==> config.mk <==
export PLATFORM = sky130hd
export DESIGN_NAME = csr_cmd_regs_flat
export DESIGN_NICKNAME = d
export VERILOG_FILES = /design/src/rtl/csr_cmd_regs_if.sv /design/src/rtl/csr_cmd_regs.sv /design/src/flat_wrapper.sv
export SDC_FILE = /design/constraint.sdc
export NUM_CORES = 1
export LEC_CHECK = 0
export CAP_MARGIN = 20
export CORE_ASPECT_RATIO = 0.7
export CORE_MARGIN = 2
export CORE_UTILIZATION = 52
export CTS_BUF_LIST = sky130_fd_sc_hd__clkbuf_8 sky130_fd_sc_hd__clkbuf_16
export DETAILED_ROUTE_END_ITERATION = 10
export PLACE_DENSITY = 0.89
export SETUP_SLACK_MARGIN = 0.5
export SLEW_MARGIN = 20
export SYNTH_ARGS = -nofsm -noshare
export SYNTH_HDL_FRONTEND = slang
export SYNTH_SLANG_ARGS = --single-unit
==> constraint.sdc <==
create_clock -name clk -period 6.45 [get_ports clk]
set_input_delay 1.29 -clock clk [delete_from_list [all_inputs] [get_ports clk]]
set_output_delay 1.29 -clock clk [all_outputs]
set_load 0.02 [all_outputs]
==> src/rtl/csr_cmd_regs_if.sv <==
// csr_cmd_regs_if: MMIO request/response bundle between the host and csr_cmd_regs
interface csr_cmd_regs_if;
  logic        mmio_wr;
  logic        mmio_rd;
  logic [15:0] mmio_addr;
  logic [63:0] mmio_wdata;
  logic [8:0]  mmio_tid;
  logic        mmio_rsp_valid;
  logic [8:0]  mmio_rsp_tid;
  logic [63:0] mmio_rsp_data;
  modport master (
    output mmio_wr, mmio_rd, mmio_addr, mmio_wdata, mmio_tid,
    input  mmio_rsp_valid, mmio_rsp_tid, mmio_rsp_data
  );
  modport slave (
    input  mmio_wr, mmio_rd, mmio_addr, mmio_wdata, mmio_tid,
    output mmio_rsp_valid, mmio_rsp_tid, mmio_rsp_data
  );
endinterface

==> src/rtl/csr_cmd_regs.sv <==
// csr_cmd_regs: MMIO command registers and GO/ABORT sequencer for the memcpy stage (perf counters under CSR_CMD_PERF_EN)
module csr_cmd_regs #(
  parameter logic [31:0] TIMEOUT_CYCLES = 32'd1_000_000,
  parameter logic [63:0] AFU_ID         = 64'h0
) (
  input  logic          clk,
  input  logic          rst_n,
  csr_cmd_regs_if.slave mmio,
  output logic          start,
  output logic          clear,
  output logic [63:0]   destination,
  output logic [63:0]   source,
  output logic [63:0]   mc_num,
  input  logic          done
);
  typedef enum logic [1:0] {IDLE, ARM, RUN, DONE} state_t;
  state_t      state, state_nxt;
  logic [31:0] run_cnt;
  logic        st_done, st_timeout;
  logic        busy, in_range, ctrl_wr, go, abort, launch, timeout_hit;
  logic        fin, to_evt, kill;
  logic [2:0]  reg_sel;
  logic [63:0] rdata, cycles_rd, cmds_rd;
  logic        unused_addr_bits;
  assign busy             = (state == ARM) || (state == RUN);
  assign in_range         = mmio.mmio_addr[15:6] == 10'd0;
  assign reg_sel          = mmio.mmio_addr[5:3];
  assign unused_addr_bits = ^mmio.mmio_addr[2:0];
  assign ctrl_wr          = mmio.mmio_wr && in_range && (reg_sel == 3'd4);
  assign abort            = ctrl_wr && mmio.mmio_wdata[1];
  assign go               = ctrl_wr && mmio.mmio_wdata[0] && !mmio.mmio_wdata[1];
  assign launch           = go && !busy;
  assign timeout_hit      = (TIMEOUT_CYCLES != 32'd0) && (run_cnt == TIMEOUT_CYCLES - 32'd1);
  // state register
  always_ff @(posedge clk or negedge rst_n)
    if (!rst_n) state <= IDLE;
    else state <= state_nxt;
  // next state plus completion, timeout and abort events
  always_comb begin
    state_nxt = state;
    fin       = 1'b0;
    to_evt    = 1'b0;
    kill      = 1'b0;
    case (state)
      IDLE, DONE: state_nxt = go ? ARM : state;
      ARM: begin
        state_nxt = abort ? IDLE : RUN;
        kill      = abort;
      end
      RUN: begin
        if (abort) begin
          state_nxt = IDLE;
          kill      = 1'b1;
        end else if (done) begin
          state_nxt = DONE;
          fin       = 1'b1;
        end else if (timeout_hit) begin
          state_nxt = IDLE;
          to_evt    = 1'b1;
        end
      end
      default: state_nxt = IDLE;
    endcase
  end
  // registered downstream controls: start follows RUN, clear marks ARM and every abandon
  always_ff @(posedge clk or negedge rst_n)
    if (!rst_n) begin
      start <= 1'b0;
      clear <= 1'b0;
    end else begin
      start <= state_nxt == RUN;
      clear <= (state_nxt == ARM) || kill || to_evt;
    end
  // command words, frozen while a command is in flight
  always_ff @(posedge clk or negedge rst_n)
    if (!rst_n) begin
      destination <= 64'd0;
      source      <= 64'd0;
      mc_num      <= 64'd0;
    end else if (mmio.mmio_wr && in_range && !busy) begin
      destination <= (reg_sel == 3'd1) ? mmio.mmio_wdata : destination;
      source      <= (reg_sel == 3'd2) ? mmio.mmio_wdata : source;
      mc_num      <= (reg_sel == 3'd3) ? mmio.mmio_wdata : mc_num;
    end
  // sticky status flags, cleared by an accepted GO
  always_ff @(posedge clk or negedge rst_n)
    if (!rst_n) begin
      st_done    <= 1'b0;
      st_timeout <= 1'b0;
    end else begin
      st_done    <= launch ? 1'b0 : (st_done | fin);
      st_timeout <= launch ? 1'b0 : (st_timeout | to_evt);
    end
  // saturating RUN-cycle counter; also drives the timeout so it exists in every build
  always_ff @(posedge clk or negedge rst_n)
    if (!rst_n) run_cnt <= 32'd0;
    else if (launch) run_cnt <= 32'd0;
    else if (state == RUN && run_cnt != 32'hFFFF_FFFF) run_cnt <= run_cnt + 32'd1;
`ifdef CSR_CMD_PERF_EN
  logic [63:0] cmds;
  // wrapping count of completed commands
  always_ff @(posedge clk or negedge rst_n)
    if (!rst_n) cmds <= 64'd0;
    else cmds <= cmds + {63'd0, fin};
  assign cycles_rd = {32'd0, run_cnt};
  assign cmds_rd   = cmds;
`else
  assign cycles_rd = 64'd0;
  assign cmds_rd   = 64'd0;
`endif
  // read mux over the register map; CTRL and unmapped offsets read 0
  always_comb begin
    rdata = 64'd0;
    if (in_range)
      case (reg_sel)
        3'd0:    rdata = AFU_ID;
        3'd1:    rdata = destination;
        3'd2:    rdata = source;
        3'd3:    rdata = mc_num;
        3'd5:    rdata = {61'd0, st_timeout, st_done, busy};
        3'd6:    rdata = cycles_rd;
        3'd7:    rdata = cmds_rd;
        default: rdata = 64'd0;
      endcase
  end
  // one-cycle read response; sampling before this edge's writes gives pre-write data
  always_ff @(posedge clk or negedge rst_n)
    if (!rst_n) begin
      mmio.mmio_rsp_valid <= 1'b0;
      mmio.mmio_rsp_tid   <= 9'd0;
      mmio.mmio_rsp_data  <= 64'd0;
    end else begin
      mmio.mmio_rsp_valid <= mmio.mmio_rd;
      mmio.mmio_rsp_tid   <= mmio.mmio_rd ? mmio.mmio_tid : mmio.mmio_rsp_tid;
      mmio.mmio_rsp_data  <= mmio.mmio_rd ? rdata : mmio.mmio_rsp_data;
    end
endmodule

==> src/flat_wrapper.sv <==
// flat-port wrapper written by rule: the top's interface ports become plain ports
module csr_cmd_regs_flat 
#(
  parameter logic [31:0] TIMEOUT_CYCLES = 32'd1_000_000,
  parameter logic [63:0] AFU_ID         = 64'h0
)
  (clk, rst_n, start, clear, destination, source, mc_num, done, mmio_mmio_wr, mmio_mmio_rd, mmio_mmio_addr, mmio_mmio_wdata, mmio_mmio_tid, mmio_mmio_rsp_valid, mmio_mmio_rsp_tid, mmio_mmio_rsp_data);
  csr_cmd_regs_if mmio_i ();
  input  logic clk;
  input  logic rst_n;
  output logic start;
  output logic clear;
  output logic [63:0] destination;
  output logic [63:0] source;
  output logic [63:0] mc_num;
  input  logic done;
  input wire logic [$bits(mmio_i.mmio_wr)-1:0] mmio_mmio_wr;
  input wire logic [$bits(mmio_i.mmio_rd)-1:0] mmio_mmio_rd;
  input wire logic [$bits(mmio_i.mmio_addr)-1:0] mmio_mmio_addr;
  input wire logic [$bits(mmio_i.mmio_wdata)-1:0] mmio_mmio_wdata;
  input wire logic [$bits(mmio_i.mmio_tid)-1:0] mmio_mmio_tid;
  output wire logic [$bits(mmio_i.mmio_rsp_valid)-1:0] mmio_mmio_rsp_valid;
  output wire logic [$bits(mmio_i.mmio_rsp_tid)-1:0] mmio_mmio_rsp_tid;
  output wire logic [$bits(mmio_i.mmio_rsp_data)-1:0] mmio_mmio_rsp_data;
  assign mmio_i.mmio_wr = mmio_mmio_wr;
  assign mmio_i.mmio_rd = mmio_mmio_rd;
  assign mmio_i.mmio_addr = mmio_mmio_addr;
  assign mmio_i.mmio_wdata = mmio_mmio_wdata;
  assign mmio_i.mmio_tid = mmio_mmio_tid;
  assign mmio_mmio_rsp_valid = mmio_i.mmio_rsp_valid;
  assign mmio_mmio_rsp_tid = mmio_i.mmio_rsp_tid;
  assign mmio_mmio_rsp_data = mmio_i.mmio_rsp_data;
  csr_cmd_regs #(.TIMEOUT_CYCLES(TIMEOUT_CYCLES), .AFU_ID(AFU_ID)) u_core (.clk(clk), .rst_n(rst_n), .mmio(mmio_i), .start(start), .clear(clear), .destination(destination), .source(source), .mc_num(mc_num), .done(done));
endmodule
==> results.md <==
- Syn Area/Cell: 12.8 sq um
- Setup bufs post-CTS: 0
- Critical Path Start Type: input pin
- Syn. warnings: 0
- Die Y: 138 um
- Clock Sinks: 304
- Clk root buf: clkbuf_16
- Worst path max stage delay: 790 ps
- Fin area: 18,200 sq um
- GRT Total Usage: 29.3%
- Yosys cell types: 45
- Flop2flop setup slack: 3340 ps
- Most frequent cell after synthesis: dfrtp_1
- # IOs: 362
- Rows: 48
- Worst slew margin: 29.3%
- WHS Endpoint: u_core.source[16]$_DFFE_PN0P_
- Clk_skew: 9.37 ps
- Layout filler cell count: 1,591
- Most frequent cells after synthesis: dfrtp_1 (304), mux2_2 (143), mux2_1 (120), inv_1 (71)
- Endpoints failing setup: 0
- Hold Vio Cnt, Final: 0
- Synth Area in Adders: 0.282%
- Area grow syn2layout: 36.7%
- Reg2reg start: u_core.state[0]$_DFF_PN0_
- Vias per Instance: 5.85
- Remaining routing DRC violations: 0
- RSZ-0062 raised after global routing: no
- Ys async rst share: 100%
- Port Buffers: 358
- Post-synthesis register bit count: 304
- Clk pin slew, worst setup/hold paths: 70 ps
- Setup TNS: 0 ps
- CP Class: in2reg
- Hold Slack: 509 ps
- Initial core utilization: 53.5%
- DIE WIDTH: 195 um
- Bufs and invs on worst path: 2
- Max-cap viol count: 0
- Multi-input logic area: 5110 sq um
- Antenna violations before repair: 5
- GRT overflow: 0
- Insertion delay to the later sink of the worst-skew pair: 560 ps
- Post-Syn Instances: 1,042
- PostCTS Resize Cnt: 0
- VDD IR max: 0.221 mV
- Vias: 10,100
- Register Area: 7610 sq um
- Post-Synth Simple-Gate Area: 6.12%
- Core ar.: 24,900 sq um
- Final net count: 1,476
- Top cell type's share of synthesized area: 57.2%
- Antenna Nets Post-Route: 0
- Total wire length: 39.7 mm
- Worst Max-Slew Pin Slew: 1060 ps
- Post-synth EDFFs: 0
- Setup slack at placement: 1970 ps
- Worst reg-to-reg path cell count: 7
- Placer congestion estimate: 0.882
- Hold path depth: 1
- Final setup margin: 2420 ps
- Max Fclk: 0.248 GHz
- Die ar.: 26,900 sq um
- Maximum clock path buffer count: 3
- Synthesized net count: 1,139
- Multiplexer area fraction after synthesis: 22.3%
- HP Start: u_core.source[16]$_DFFE_PN0P_
- Main combinational cell family by area after synthesis: multiplexers
- CTS tree: built
- CTS Hold Buffers Added: 0
- Cell type with the largest total area after synthesis: dfrtp_1
- XOR/XNOR Fraction of Synth Area: 1.45%
- Worst setup EP type: register
- Drt first pass iters: 5
- DP HPWL: 25.5 mm
- Placement Cell Area: 17,100 sq um
- Iter 0 DRT Violations: 604
- Pwr Density: 255 nW/um^2
- Period utilization: 62.4%
- Status: complete, no violations
- Slowest-stage cell, CP: nor2_8
- Slew Viols, Final: 0
- Sequential element share of the synthesized area: 57.2%
- Arrival @ worst endpoint: 4460 ps
- Synth Area in Compound Gates: 8.17%
- Syn Std Cell Area: 13,300 sq um
- First-pass GRT wire length: 61.0 mm
- Total CTS buffers: 30
- CP top delay family: simple AND/OR/NAND/NOR gates
- Largest net degree at the start of global routing: 122
- Layout cells sized above 1: 15.3%
- Avg WL per Cell: 22.9 um
- Vias in the first global route: 10,400
- Fin util: 73.1%
- CP startpoint: mmio_mmio_addr[10]
- Lkg Pwr: 0.00814 uW
- CP max FO: 40
- Synth top area cells: dfrtp_1 (57%), mux2_2 (12%), mux2_1 (10%)
- CTS H-tree lvls: 1
- Reg-to-Reg End: u_core.source[36]$_DFFE_PN0P_
- Critical Path RT: 6880 ps
- Most used DFF post-synth: dfrtp_1
- Final worst path period need: 4030 ps
- CP cell instances: clkdlybuf4s50_1, nor4_1, and3_1, and4b_1, nand2_1, nor2_8, buf_4, mux2_1
- HP Class: reg2reg
==> state kept, by name, indices dropped and copies added, names as in the netlist, 2 cells and up <==
register / count
u_core.mc_num: 64
u_core.destination: 64
u_core.state: 2
u_core.run_cnt: 32
u_core.mmio.mmio_rsp_tid: 9
u_core.source: 64
u_core.mmio.mmio_rsp_data: 64
==> worst max-delay path by stage <==
stage                                    end  slack (ps)  cells after the start
4_1_cts        u_core.source[36]$_DFFE_PN0P_        2470                      8
2_1_floorplan  u_core.source[10]$_DFFE_PN0P_        3470                      7
5_1_grt        u_core.source[36]$_DFFE_PN0P_        2330                      8
6_report       u_core.source[36]$_DFFE_PN0P_        2420                      8
3_5_place_dp    u_core.source[9]$_DFFE_PN0P_        1970                      8
3_3_place_gp   u_core.source[10]$_DFFE_PN0P_        2000                      8
==> metal layers <==
metal | global-route usage, % | part of all wire [%]
met2 | 49.5 | 48
met4 | 9.41 | 3.0
met5 | 0 | 0
met3 | 9.50 | 9.9
met1 | 36.2 | 39
==> kinds of logic (layout without fill, tap and decap cells) <==
logic type,after synthesis,after routing
AOI/OAI and AO/OA,161,161
xor gates and xnor gates,22,22
adders and majority gates,3,3
buffers and inverters,136,495
DFF,304,304
muxes,263,263
other,0,4
and+or+nand+nor,153,153
==> report_power, final <==
part / internal [uW] / switching [uW]
sequential: 2000 / 116
combinational: 238 / 361
clock: 1170 / 751
total: 3410 / 1230
==> per-stage QoR <==
stage	std cells	power [uW]
2_1_floorplan	1042	2490
3_3_place_gp	1672	2710
3_5_place_dp	1672	2740
4_1_cts	1726	4660
5_1_grt	1728	4820
6_report	1730	4640
==> layout make-up <==
| class | count | share of cell area, % |
|---|---|---|
| antenna | 4 | 0.0551 |
| clock buffer | 37 | 4.72 |
| clock inverter | 17 | 1.29 |
| inverter | 71 | 1.47 |
| multi-input combinational | 602 | 28.1 |
| sequential | 304 | 41.9 |
| tap | 325 | 2.24 |
| timing repair buffer | 370 | 20.2 |
==> cells in the final DEF (no fill, tap or decap), drive strengths merged, types with 2 or more instances in the layout <==
| cell | instances |
|---|---|
| xnor2 | 6 |
| and4b | 2 |
| nor2 | 48 |
| diode | 4 |
| nor4 | 7 |
| buf | 16 |
| o22ai | 64 |
| nor4b | 2 |
| and3 | 6 |
| nand3 | 19 |
| inv | 78 |
| ha | 3 |
| nor3 | 9 |
| clkdlybuf4s50 | 354 |
| or3 | 8 |
| nand4b | 3 |
| a31oi | 3 |
| nor3b | 3 |
| dfrtp | 304 |
| clkinv | 4 |
| bufinv | 6 |
| and4 | 2 |
| a21oi | 12 |
| mux2 | 263 |
| nand2 | 22 |
| and2 | 3 |
| o21ai | 9 |
| nand4 | 13 |
| xor2 | 16 |
| clkbuf | 37 |
| nor2b | 4 |
| a21o | 2 |
| a22o | 2 |
| a22oi | 64 |
Power figures use the tool's default switching activity.
